===== config.mk =====
export PLATFORM = sky130hd
export DESIGN_NAME = fetch_prefetch_buffer
export DESIGN_NICKNAME = d
export VERILOG_FILES = /design/src/rtl/fetch_prefetch_buffer.sv
export SDC_FILE = /design/constraint.sdc
export NUM_CORES = 1
export LEC_CHECK = 0
export CAP_MARGIN = 10
export CORE_MARGIN = 2
export CORE_UTILIZATION = 50
export CTS_CLUSTER_DIAMETER = 120
export DETAILED_ROUTE_END_ITERATION = 10
export PLACE_DENSITY = 0.7
export SLEW_MARGIN = 20
export SYNTH_ARGS = -nofsm -noshare
export SYNTH_HDL_FRONTEND = slang
export SYNTH_SLANG_ARGS = --single-unit

===== constraint.sdc =====
create_clock -name clk -period 20.7 [get_ports clk]
set_input_delay 2.07 -clock clk [delete_from_list [all_inputs] [get_ports clk]]
set_output_delay 2.07 -clock clk [all_outputs]
set_load 0.005 [all_outputs]

===== src/rtl/fetch_prefetch_buffer.sv =====
// Instruction-fetch prefetch buffer: issues word fetches over a req/ack port and
// queues {pc, inst} pairs for IF/ID. Redirects flush the queue and any in-flight data.
//
// state | meaning
// ISSUE | no request outstanding
// WAIT  | request outstanding, returned data will be queued
// DRAIN | request outstanding, returned data will be discarded
module fetch_prefetch_buffer #(
  parameter int          DEPTH    = 4,
  parameter logic [31:0] RESET_PC = 32'h0000_0000,
  parameter logic [31:0] NOP_INST = 32'h0000_0033
) (
  input  logic                     clk,
  input  logic                     rst,
  output logic                     mem_req,
  output logic [31:0]              mem_addr,
  input  logic                     mem_ack,
  input  logic [31:0]              mem_rdata,
  input  logic                     redirect,
  input  logic [31:0]              redirect_pc,
  input  logic                     halt,
  input  logic                     deq_ready,
  output logic                     out_valid,
  output logic [31:0]              out_pc,
  output logic [31:0]              out_inst,
  output logic [$clog2(DEPTH):0]   count
);

  localparam int AW = $clog2(DEPTH);
  localparam int CW = AW + 1;
  localparam int OW = CW + 1;

  typedef enum logic [1:0] {
    ST_ISSUE = 2'd0,
    ST_WAIT  = 2'd1,
    ST_DRAIN = 2'd2
  } state_t;

  state_t          state_q, state_d;
  logic [31:0]     fetch_pc_q, fetch_pc_d;
  logic            mem_req_q, mem_req_d;
  logic [31:0]     mem_addr_q, mem_addr_d;
  logic [AW-1:0]   wr_ptr_q, wr_ptr_d;
  logic [AW-1:0]   rd_ptr_q, rd_ptr_d;
  logic [CW-1:0]   count_q, count_d;
  logic [31:0]     pc_mem_q [DEPTH];
  logic [31:0]     pc_mem_d [DEPTH];
  logic [31:0]     inst_mem_q [DEPTH];
  logic [31:0]     inst_mem_d [DEPTH];

  logic            ack;
  logic            push;
  logic            pop;
  logic            space;
  logic [OW-1:0]   occ_next;
  logic [31:0]     redir_pc;
  logic [31:0]     next_addr;

  assign out_valid = (count_q != '0);
  assign out_pc    = out_valid ? pc_mem_q[rd_ptr_q]   : 32'h0000_0000;
  assign out_inst  = out_valid ? inst_mem_q[rd_ptr_q] : NOP_INST;
  assign mem_req   = mem_req_q;
  assign mem_addr  = mem_addr_q;
  assign count     = count_q;

  // An ack only means something while a request is actually on the port.
  assign ack       = mem_req_q && mem_ack;
  assign pop       = out_valid && deq_ready;
  assign push      = (state_q == ST_WAIT) && ack && !redirect;
  assign redir_pc  = redirect_pc & 32'hFFFF_FFFC;
  assign next_addr = mem_addr_q + 32'd4;

  // A new request needs a free slot after this cycle's push/pop settle.
  always_comb begin
    occ_next = {1'b0, count_q} + OW'(push) - OW'(pop);
    space    = (int'(occ_next) < DEPTH);
  end

  always_comb begin
    state_d    = state_q;
    fetch_pc_d = fetch_pc_q;
    mem_req_d  = mem_req_q;
    mem_addr_d = mem_addr_q;

    case (state_q)
      ST_ISSUE: begin
        if (redirect) begin
          fetch_pc_d = redir_pc;
        end else if (!halt && space) begin
          mem_req_d  = 1'b1;
          mem_addr_d = fetch_pc_q;
          state_d    = ST_WAIT;
        end
      end
      ST_WAIT: begin
        if (redirect) begin
          fetch_pc_d = redir_pc;
          if (ack) begin
            mem_req_d = 1'b0;
            state_d   = ST_ISSUE;
          end else begin
            state_d   = ST_DRAIN;
          end
        end else if (ack) begin
          fetch_pc_d = next_addr;
          if (!halt && space) begin
            mem_addr_d = next_addr;
          end else begin
            mem_req_d = 1'b0;
            state_d   = ST_ISSUE;
          end
        end
      end
      ST_DRAIN: begin
        if (redirect) begin
          fetch_pc_d = redir_pc;
        end
        if (ack) begin
          mem_req_d = 1'b0;
          state_d   = ST_ISSUE;
        end
      end
      default: begin
        mem_req_d = 1'b0;
        state_d   = ST_ISSUE;
      end
    endcase
  end

  always_comb begin
    wr_ptr_d   = wr_ptr_q;
    rd_ptr_d   = rd_ptr_q;
    count_d    = count_q;
    pc_mem_d   = pc_mem_q;
    inst_mem_d = inst_mem_q;

    if (redirect) begin
      wr_ptr_d = '0;
      rd_ptr_d = '0;
      count_d  = '0;
    end else begin
      if (push) begin
        pc_mem_d[wr_ptr_q]   = mem_addr_q;
        inst_mem_d[wr_ptr_q] = mem_rdata;
        wr_ptr_d             = wr_ptr_q + AW'(1);
      end
      if (pop) begin
        rd_ptr_d = rd_ptr_q + AW'(1);
      end
      count_d = occ_next[CW-1:0];
    end
  end

  always_ff @(posedge clk or posedge rst) begin
    if (rst) begin
      state_q    <= ST_ISSUE;
      fetch_pc_q <= RESET_PC;
      mem_req_q  <= 1'b0;
      mem_addr_q <= 32'h0000_0000;
      wr_ptr_q   <= '0;
      rd_ptr_q   <= '0;
      count_q    <= '0;
      for (int i = 0; i < DEPTH; i++) begin
        pc_mem_q[i]   <= 32'h0000_0000;
        inst_mem_q[i] <= 32'h0000_0000;
      end
    end else begin
      state_q    <= state_d;
      fetch_pc_q <= fetch_pc_d;
      mem_req_q  <= mem_req_d;
      mem_addr_q <= mem_addr_d;
      wr_ptr_q   <= wr_ptr_d;
      rd_ptr_q   <= rd_ptr_d;
      count_q    <= count_d;
      pc_mem_q   <= pc_mem_d;
      inst_mem_q <= inst_mem_d;
    end
  end

endmodule


==> run_results.csv, run 1 <==
group,metric,value,unit
clock_network,cts_resized,0,
drt,drt-initial-drc-count,591,
critical_path,cp-start-kind,"input port",
critical_path,cp_data_required_time,21.15,ns
yosys,synth_cell_type_count,55,
clock_network,cts.sinks,330,
yosys,ys_seq_elements,330,
clock_network,htreeDepth,2,
critical_path,critical_path_arrival,6.81,ns
critical_path,reg2reg_setup_slack,15.60,ns
global_route,grt_first_pass_wirelength,60.1,mm
sta,tns,0,ns
global_route,antenna_found_initial,2,
place,hpwlAfterDp,22.6,mm
drt,via_per_inst,5.83,
drt,routed_wl,37.1,mm
yosys,avgSynthCellArea,13.3,sq um
yosys,synth_top_cell_by_area,"dfrtp_1",
global_route,overflow,0,
sta,tightest_slew,1.07,ns
floorplanning,die_w,182,um
cells_and_area,drive_gt1_share,12.8,%
floorplanning,die_y,182,um
sta,min_period,6.36,ns
clock_network,cts-buffers-inserted,38,
hold_path,min_path_cells,2,
clock_network,clkSlewWorstSetupHoldPaths,0.06,ns
clock_network,ctsHoldBuffers,0,
clock_network,clk_latency,0.52,ns
critical_path,critPathKind,"in -> reg",
sta,slew_violations,0,
hold_path,hp-start,"fetch_pc_q[14]",
floorplanning,initial_core_util,50.5,%
cells_and_area,final_util,60.5,%
global_route,grt_pass1_vias,10700,
yosys,synthFlopType,"dfrtp_1",
drt,vias,10100,
yosys,synth-edff-count,0,
clock_network,cts_tree,"done",
floorplanning,num_rows,65,
yosys,async_flop_share,100,%
yosys,seq_area_frac_synth,52.3,%
drt,dr.pass1.iters,4,
critical_path,cp-end-kind,"register",
place,place.gp.congestion,0.835,
sta,hold_slack,0.471,ns
power_and_ir_drop,p_leak,8.67,nW
yosys,synth_nets,1266,
yosys,synthTopCellsByArea,"dfrtp_1 52%, mux2_1 18%, mux4_2 9.1%",
yosys,yosysTopAreaCellShare,52.3,%
hold_path,worst_hold_path.endpoint,"fetch_pc_q[14]",
critical_path,cp_max_fo,29,
critical_path,crit-reg2reg-launch,"count[1]",
run_status,status,"complete, no violations",
clock_network,cts_setup_buffers,0,
place,io_buffers,168,
clock_network,max-clock-path-buffers,3,
cells_and_area,nets,1390,
floorplanning,core_area,31300,sq um
sta,hold_viol_final,0,
global_route,track_usage,23.1,%
sta,setup_viol,0,
yosys,synth_area,15800,sq um
yosys,syn_inst,1186,
yosys,yosys_warnings,0,
floorplanning,die_area,33000,sq um
sta,relSlewSlack,28.5,%
critical_path,r2r_end,"mem_addr[21]",
global_route,grt_max_degree,114,
clock_network,root_buffer,"clkbuf_16",
drt,drc,0,
run,max_cap_viol_count,0,
sta,timing.fmax,0.157,GHz
hold_path,worstHoldPathType,"reg -> reg",
sta,rsz0062_at_grt,"no",
cells_and_area,syn2layout_area_growth,19.9,%
power_and_ir_drop,cellPowerDensity,122,nW/um^2
drt,routedWlPerCell,21.4,um
sta,period_share,30.7,%
floorplanning,io_pins,171,
drt,drtAntennaViolNets,0,
power_and_ir_drop,ir_worst_vdd,0.0000812,V
sta,worst_clock_skew,0.0244,ns
critical_path,ff2ff_path_depth,13,
-- synth_stat cells, types with 9 or more instances --
library cell	instances
nand4_1	10
a21oi_1	22
xor2_1	20
a21oi_2	9
o22ai_1	13
a32oi_1	16
buf_1	15
o21ai_1	26
inv_1	12
a2bb2oi_2	9
xnor2_1	11
nand3_1	14
buf_2	37
mux2i_1	10
dfrtp_1	330
ha_1	9
mux4_2	64
and2_1	64
nand2_1	57
nor2_1	38
clkbuf_1	45
o21ai_0	17
mux2_1	256
-- report_power, final --
part	internal, mW	total, mW	switching [mW]	leakage, nW
sequential	0.770	0.935	0.165	4.38
combinational	0.429	0.727	0.298	3.71
clock	0.388	0.644	0.256	0.582
-- worst max-delay path: stages --
cell             delay (ns)
clkdlybuf4s50_1        0.40
buf_4                  0.25
nand2b_1               0.39
nor2_2                 0.57
inv_2                  0.30
ha_1                   0.36
inv_1                  0.04
ha_1                   0.20
fa_1                   0.38
xor2_1                 0.20
or4b_4                 0.51
nor3_4                 0.43
buf_4                  0.38
o21a_1                 0.16
o22a_1                 0.13
-- per-layer routing --
metal  share of wire, %  up-vias  GRT usage (%)
li1                   -     4537              -
met1                 45     5239           32.5
met2                 47      287           36.1
met3                5.4       73           4.33
met4                3.1        2           8.49
met5              0.022        -              0
-- sequential cells by signal, indices dropped and copies added, names as in the netlist --
register,count
mem_req,1
mem_addr,32
wr_ptr_q,2
fetch_pc_q,32
inst_mem_q,128
state_q,2
pc_mem_q,128
count,3
rd_ptr_q,2
-- cells by family after synthesis --
group                      after synthesis  share of synthesized area, %
buffers and inverters                  114                          3.11
xor gates and xnor gates                31                          1.72
DFF                                    330                          52.3
AOI/OAI and AO/OA                      140                          6.28
and+or+nand+nor                        229                          7.66
adders and majority gates               10                         0.839
muxes                                  332                          28.1
-- per-stage QoR --
step / instance area, sq um / std cells / setup slack [ns] / total power, mW
after floorplan: 15800 / 1186 / 9.49 / 1.35
after global placement: 17700 / 1671 / 13.90 / 1.66
after global routing: 19000 / 1738 / 14.04 / 2.44
after detailed placement: 17700 / 1671 / 13.85 / 1.67
final: 19000 / 1738 / 14.34 / 2.31
after CTS: 18900 / 1736 / 14.37 / 2.33
-- cells in the final DEF (no fill, tap or decap), types with 17 or more instances in the layout --
cell             Yosys  routed
o21ai_0             17      17
o21ai_1             26      25
clkdlybuf4s50_1      0     168
clkbuf_16            0      41
mux4_2              64      64
dfrtp_1            330     328
a21oi_1             22      22
nor2_1              38      37
and2_1              64      64
xor2_1              20      20
mux2_1             256     256
nand2_1             57      53
-- worst max-delay path by stage --
| stage | startpoint | to | slack, ns | depth (start not counted) |
|---|---|---|---|---|
| final | redirect | mem_addr[21] | 14.34 | 15 |
| after detailed placement | redirect | mem_addr[31] | 13.85 | 15 |
| after CTS | redirect | mem_addr[21] | 14.37 | 15 |
| after global routing | redirect | mem_addr[31] | 14.04 | 15 |
| after global placement | redirect | mem_addr[21] | 13.90 | 15 |
| after floorplan | rst | count[0] | 9.49 | 1 |
-- final cells by class --
| type | count | area [sq um] |
|---|---|---|
| diodes | 1 | 2.50 |
| clock buffers | 60 | 1140 |
| clock inverters | 5 | 53.8 |
| fillers | 2455 | 12400 |
| inverters | 13 | 56.3 |
| multi-input cells | 742 | 7100 |
| flip-flops and latches | 330 | 8260 |
| well taps | 402 | 503 |
| repair buffers | 185 | 1830 |
Power figures use the tool's default switching activity.
==> run 2: changes to the inputs <==
==> constraint.sdc (replaced) <==
create_clock -name clk -period 6.23 [get_ports clk]
set_input_delay 0.623 -clock clk [delete_from_list [all_inputs] [get_ports clk]]
set_output_delay 0.623 -clock clk [all_outputs]
set_load 0.005 [all_outputs]
==> run 2 against run 1 <==
Effect of this change: design area up 0.24%; global-route usage down 0.38 points; flip-flop and latch count unchanged; largest power group unchanged; highest routed layer unchanged; die area unchanged; first-iteration DRC count up 5.8%; utilization up 0.15 points.
==> run_results.csv, run 2 (same netlist as run 1, synthesis figures left out) <==
group,metric,value,unit
run_status,status,"complete, no violations",
power_and_ir_drop,ir_worst_vdd,0.000267,V
sta,min_period,4.58,ns
hold_path,hp-start,"fetch_pc_q[14]",
critical_path,startpoint,"state_q[0]",
drt,via_per_inst,5.76,
clock_network,ctsHoldBuffers,0,
drt,routed_wl,36.3,mm
drt,vias,10000,
cells_and_area,final_cell_mix,"328 x dfrtp_1, 256 x mux2_1, 168 x clkdlybuf4s50_1, 64 x and2_1, 64 x mux4_2",
cells_and_area,top_regs,"inst_mem_q x128, pc_mem_q x128",
floorplanning,num_rows,65,
drt,drc,0,
sta,relSlewSlack,33.4,%
sta,setup_viol,0,
clock_network,cts_resized,0,
cells_and_area,n_antenna_cell,0,
critical_path,crit-reg2reg-launch,"state_q[0]",
critical_path,critPathKind,"reg -> reg",
place,io_buffers,168,
floorplanning,io_pins,171,
place,hpwlAfterDp,22.3,mm
power_and_ir_drop,p_leak,8.69,nW
floorplanning,die_area,33000,sq um
clock_network,cts_tree,"done",
cells_and_area,fill_cells,2456,
sta,tightest_slew,0.990,ns
drt,dr.pass1.iters,5,
floorplanning,core_area,31300,sq um
global_route,grt_pass1_vias,10500,
floorplanning,die_y,182,um
drt,drt-initial-drc-count,625,
global_route,overflow,0,
global_route,antenna_found_initial,1,
cells_and_area,syn2layout_area_growth,20.2,%
drt,wl_met3,1.83,mm
critical_path,cp-end-kind,"register",
sta,rsz0062_at_grt,"no",
drt,drtAntennaViolNets,0,
cells_and_area,mostFrequentLayoutCell,"dfrtp_1",
clock_network,clk_latency,0.52,ns
hold_path,min_path_cells,2,
sta,slew_violations,0,
drt,met2_length,17.2,mm
power_and_ir_drop,total_power,7.65,mW
sta,worst_clock_skew,0.0192,ns
critical_path,cp_data_required_time,6.66,ns
global_route,grt_first_pass_wirelength,59.3,mm
critical_path,critical_path_arrival,5.01,ns
cells_and_area,nets,1391,
sta,timing.fmax,0.218,GHz
sta,hold_viol_final,0,
drt,routedWlPerCell,20.9,um
clock_network,cts_setup_buffers,0,
place,place.gp.congestion,0.819,
clock_network,max-clock-path-buffers,3,
sta,tns,0,ns
critical_path,cp-start-kind,"register",
global_route,grt_max_degree,154,
sta,period_share,73.6,%
run,max_cap_viol_count,0,
drt,wl_met1,16.9,mm
global_route,track_usage,22.7,%
cells_and_area,drive_gt1_share,13.1,%
critical_path,ff2ff_path_depth,14,
clock_network,cts-buffers-inserted,37,
critical_path,cp_max_fo,34,
clock_network,clkSlewWorstSetupHoldPaths,0.06,ns
floorplanning,initial_core_util,50.5,%
power_and_ir_drop,cellPowerDensity,403,nW/um^2
clock_network,root_buffer,"clkbuf_16",
clock_network,cts.sinks,330,
drt,top_layer,"met5",
hold_path,worstHoldPathType,"reg -> reg",
clock_network,htreeDepth,2,
floorplanning,die_w,182,um
run 2: power breakdown:
group | leakage [nW] | switching, mW | total, mW | internal (mW)
registers | 4.38 | 0.536 | 3.10 | 2.56
clock network | 0.581 | 0.835 | 2.12 | 1.28
logic | 3.73 | 0.988 | 2.43 | 1.44
run 2: final cells by class:
type                       count  area, sq um  area share (%)
clock inverter                 4         48.8           0.257
inverter                      13         52.6           0.277
multi-input combinational    742         7100            37.4
tap                          402          503            2.65
timing repair buffer         187         1890            9.95
sequential                   330         8260            43.5
clock buffer                  61         1140            5.99
run 2: critical path, cell delays in order, from the launching register on:
cell	delay [ns]
dfrtp_1	0.32
buf_4	0.31
nand2b_1	0.32
nor2_2	0.58
inv_2	0.30
ha_1	0.36
inv_1	0.04
ha_1	0.20
fa_1	0.38
xor2_1	0.19
or4b_4	0.51
or3_1	0.31
buf_4	0.28
a21oi_1	0.20
a2bb2oi_1	0.17
run 2: path summary, 6_finish.rpt:
path	end	slack [ns]
max in group asynchronous	pc_mem_q[45]	4.46
worst min register to register	fetch_pc_q[14]	0.47
worst max register to register	mem_addr[28]	1.65
worst min-delay path	fetch_pc_q[14]	0.47
min in group asynchronous	inst_mem_q[126]	0.52
worst max-delay path	mem_addr[28]	1.65
run 2: through the flow:
step	worst slack (ns)	cells	util, %	hold WS [ns]	area (sq um)
4_1_cts	1.66	1737	60.5	0.476	18900
2_1_floorplan	1.20	1186	-	0.442	15800
6_report	1.65	1739	60.7	0.472	19000
3_5_place_dp	1.19	1672	56.7	0.463	17800
3_3_place_gp	1.23	1672	56.7	0.456	17800
5_1_grt	1.40	1739	60.7	0.493	19000
run 2: per-layer routing:
| metal | vias up | track usage [%] |
|---|---|---|
| met1 | 5180 | 32.6 |
| met4 | 2 | 4.20 |
| met2 | 251 | 37.3 |
| met3 | 43 | 3.51 |
| li1 | 4547 | - |
| met5 | - | 0 |
==> run 3: changes to the inputs <==
--- a/config.mk
+++ b/config.mk
@@ -10,7 +10,7 @@
 export CORE_UTILIZATION = 50
 export CTS_CLUSTER_DIAMETER = 120
 export DETAILED_ROUTE_END_ITERATION = 10
-export PLACE_DENSITY = 0.7
+export PLACE_DENSITY = 0.73
 export SLEW_MARGIN = 20
 export SYNTH_ARGS = -nofsm -noshare
 export SYNTH_HDL_FRONTEND = slang
==> constraint.sdc (replaced) <==
create_clock -name clk -period 3.85 [get_ports clk]
set_input_delay 0.385 -clock clk [delete_from_list [all_inputs] [get_ports clk]]
set_output_delay 0.385 -clock clk [all_outputs]
set_load 0.005 [all_outputs]
==> run 3 against run 2 <==
Effect of this change: global-route usage grew 0.86 points; utilization grew 1.3 points; critical path depth shrank 1; first-iteration DRC count shrank 16%; clock skew shrank 0.0038 ns; combinational power grew 67%; sequential share of layout area shrank 0.88 points; clock-buffer cell count is the same; flip-flop and latch count is the same; die area is the same; setup slack lost 1.3 ns.
==> run_results.csv, run 3 (same netlist as run 1, synthesis figures left out) <==
group,metric,value,unit
run_status,status,"complete, no violations",
cells_and_area,mostFrequentLayoutCell,"dfrtp_1",
power_and_ir_drop,cellPowerDensity,658,nW/um^2
drt,drtAntennaViolNets,0,
clock_network,clkSlewWorstSetupHoldPaths,0.06,ns
global_route,met1_usage,33.1,%
global_route,grt_pass1_vias,11000,
power_and_ir_drop,switchingPower,3.92,mW
sta,setup_viol,0,
critical_path,critical_path_arrival,3.93,ns
clock_network,max-clock-path-buffers,3,
cells_and_area,syn2layout_area_growth,22.7,%
global_route,overflow,0,
clock_network,ctsHoldBuffers,0,
clock_network,cts-buffers-inserted,38,
clock_network,cts_resized,0,
hold_path,worstHoldPathType,"in -> async",
clock_network,cts_setup_buffers,0,
drt,via_per_inst,5.82,
place,io_buffers,168,
sta,relSlewSlack,37.1,%
power_and_ir_drop,p_leak,8.89,nW
critical_path,cp-start-kind,"register",
power_and_ir_drop,sequentialPowerShare,39.3,%
cells_and_area,drive_gt1_share,15.1,%
cells_and_area,final_area,19400,sq um
floorplanning,die_area,33000,sq um
place,placed_cell_area,18100,sq um
sta,hold_slack,0.209,ns
drt,dr.pass1.iters,5,
global_route,grtUsageMet2,38.1,%
global_route,track_usage,23.6,%
power_and_ir_drop,total_power,12.8,mW
drt,drt-initial-drc-count,525,
global_route,grt_max_degree,69,
global_route,grt-busiest-layer,"met2",
power_and_ir_drop,combPwrFrac,31.7,%
drt,routed_wl,37.6,mm
critical_path,cp_data_required_time,4.25,ns
floorplanning,die_y,182,um
place,place.gp.congestion,0.834,
drt,drc,0,
sta,tightest_slew,0.944,ns
place,hpwlAfterDp,24.1,mm
floorplanning,initial_core_util,50.5,%
sta,worst_clock_skew,0.0154,ns
floorplanning,core_area,31300,sq um
drt,vias,10300,
critical_path,critPathKind,"reg -> reg",
cells_and_area,final_cell_mix,"328 x dfrtp_1, 256 x mux2_1, 168 x clkdlybuf4s50_1, 64 x and2_1, 64 x mux4_2",
critical_path,cp-end-kind,"register",
global_route,use_met3,4.49,%
cells_and_area,top_regs,"inst_mem_q x128, pc_mem_q x128",
clock_network,htreeDepth,2,
sta,rsz0062_at_grt,"no",
sta,slew_violations,0,
floorplanning,io_pins,171,
sta,min_period,3.53,ns
clock_network,cts.sinks,330,
sta,timing.fmax,0.283,GHz
critical_path,cp_max_fo,4,
cells_and_area,nets,1412,
power_and_ir_drop,swShare,30.7,%
clock_network,clk_latency,0.52,ns
power_and_ir_drop,clkPwrFrac,29.0,%
floorplanning,num_rows,65,
global_route,antenna_found_initial,2,
global_route,grt_first_pass_wirelength,61.5,mm
power_and_ir_drop,p_int,8.85,mW
power_and_ir_drop,ir_worst_vdd,0.000355,V
sta,period_share,91.7,%
clock_network,root_buffer,"clkbuf_16",
sta,hold_viol_final,0,
floorplanning,die_w,182,um
run,max_cap_viol_count,0,
clock_network,cts_tree,"done",
critical_path,crit-reg2reg-launch,"count[1]",
critical_path,ff2ff_path_depth,13,
critical_path,startpoint,"count[1]",
drt,routedWlPerCell,21.3,um
## run 3: routing by layer
metal | vias up | routed length, um
met5 | - | 12
met4 | 2 | 771
met3 | 58 | 2080
met2 | 261 | 18000
met1 | 5380 | 16700
li1 | 4580 | -
## run 3: critical path: stages (launching register included)
cell     delay [ns]
dfrtp_1        0.41
nor3_1         0.31
inv_2          0.06
and2_1         0.20
ha_1           0.28
inv_1          0.04
ha_1           0.19
fa_1           0.38
xor2_1         0.19
or4b_4         0.49
or3_1          0.40
buf_4          0.17
nor3_1         0.22
nor3_1         0.08
## run 3: power groups by stage
stage          Sequential (mW)  Combinational [mW]  Clock (mW)
3_5_place_dp              5.07                4.08           0
3_3_place_gp              5.03                4.01           0
2_1_floorplan             4.50                2.75           0
6_report                  5.02                4.05        3.70
4_1_cts                   5.02                4.11        3.77
5_1_grt                   5.15                4.43        3.94
## run 3: final cells by class
type	instances	area, sq um
Clock inverter	9	103
Fill cell	2428	11900
Sequential cell	330	8260
Multi-Input combinational cell	742	7110
Clock buffer	61	1210
Tap cell	402	503
Timing Repair Buffer	207	2150
Inverter	13	52.6
Antenna cell	1	2.50
## run 3: final timing paths
| check | endpoint | slack [ns] |
|---|---|---|
| max | mem_addr[31] | 0.32 |
| min | inst_mem_q[126] | 0.21 |
| max reg2reg | mem_addr[31] | 0.32 |
| min reg2reg | fetch_pc_q[13] | 0.48 |
| max in group asynchronous | inst_mem_q[33] | 2.68 |
| min in group clk | fetch_pc_q[13] | 0.48 |
## run 3: per-stage QoR
stage          cells  setup slack [ns]  utilization [%]  setup TNS [ns]
2_1_floorplan   1186            -0.942                -         -310.75
3_3_place_gp    1693           -0.0300             57.7          -0.109
3_5_place_dp    1693           -0.0509             57.7          -0.290
4_1_cts         1763             0.321             61.9               0
5_1_grt         1764            0.0830             61.9               0
6_report        1765             0.321             61.9               0
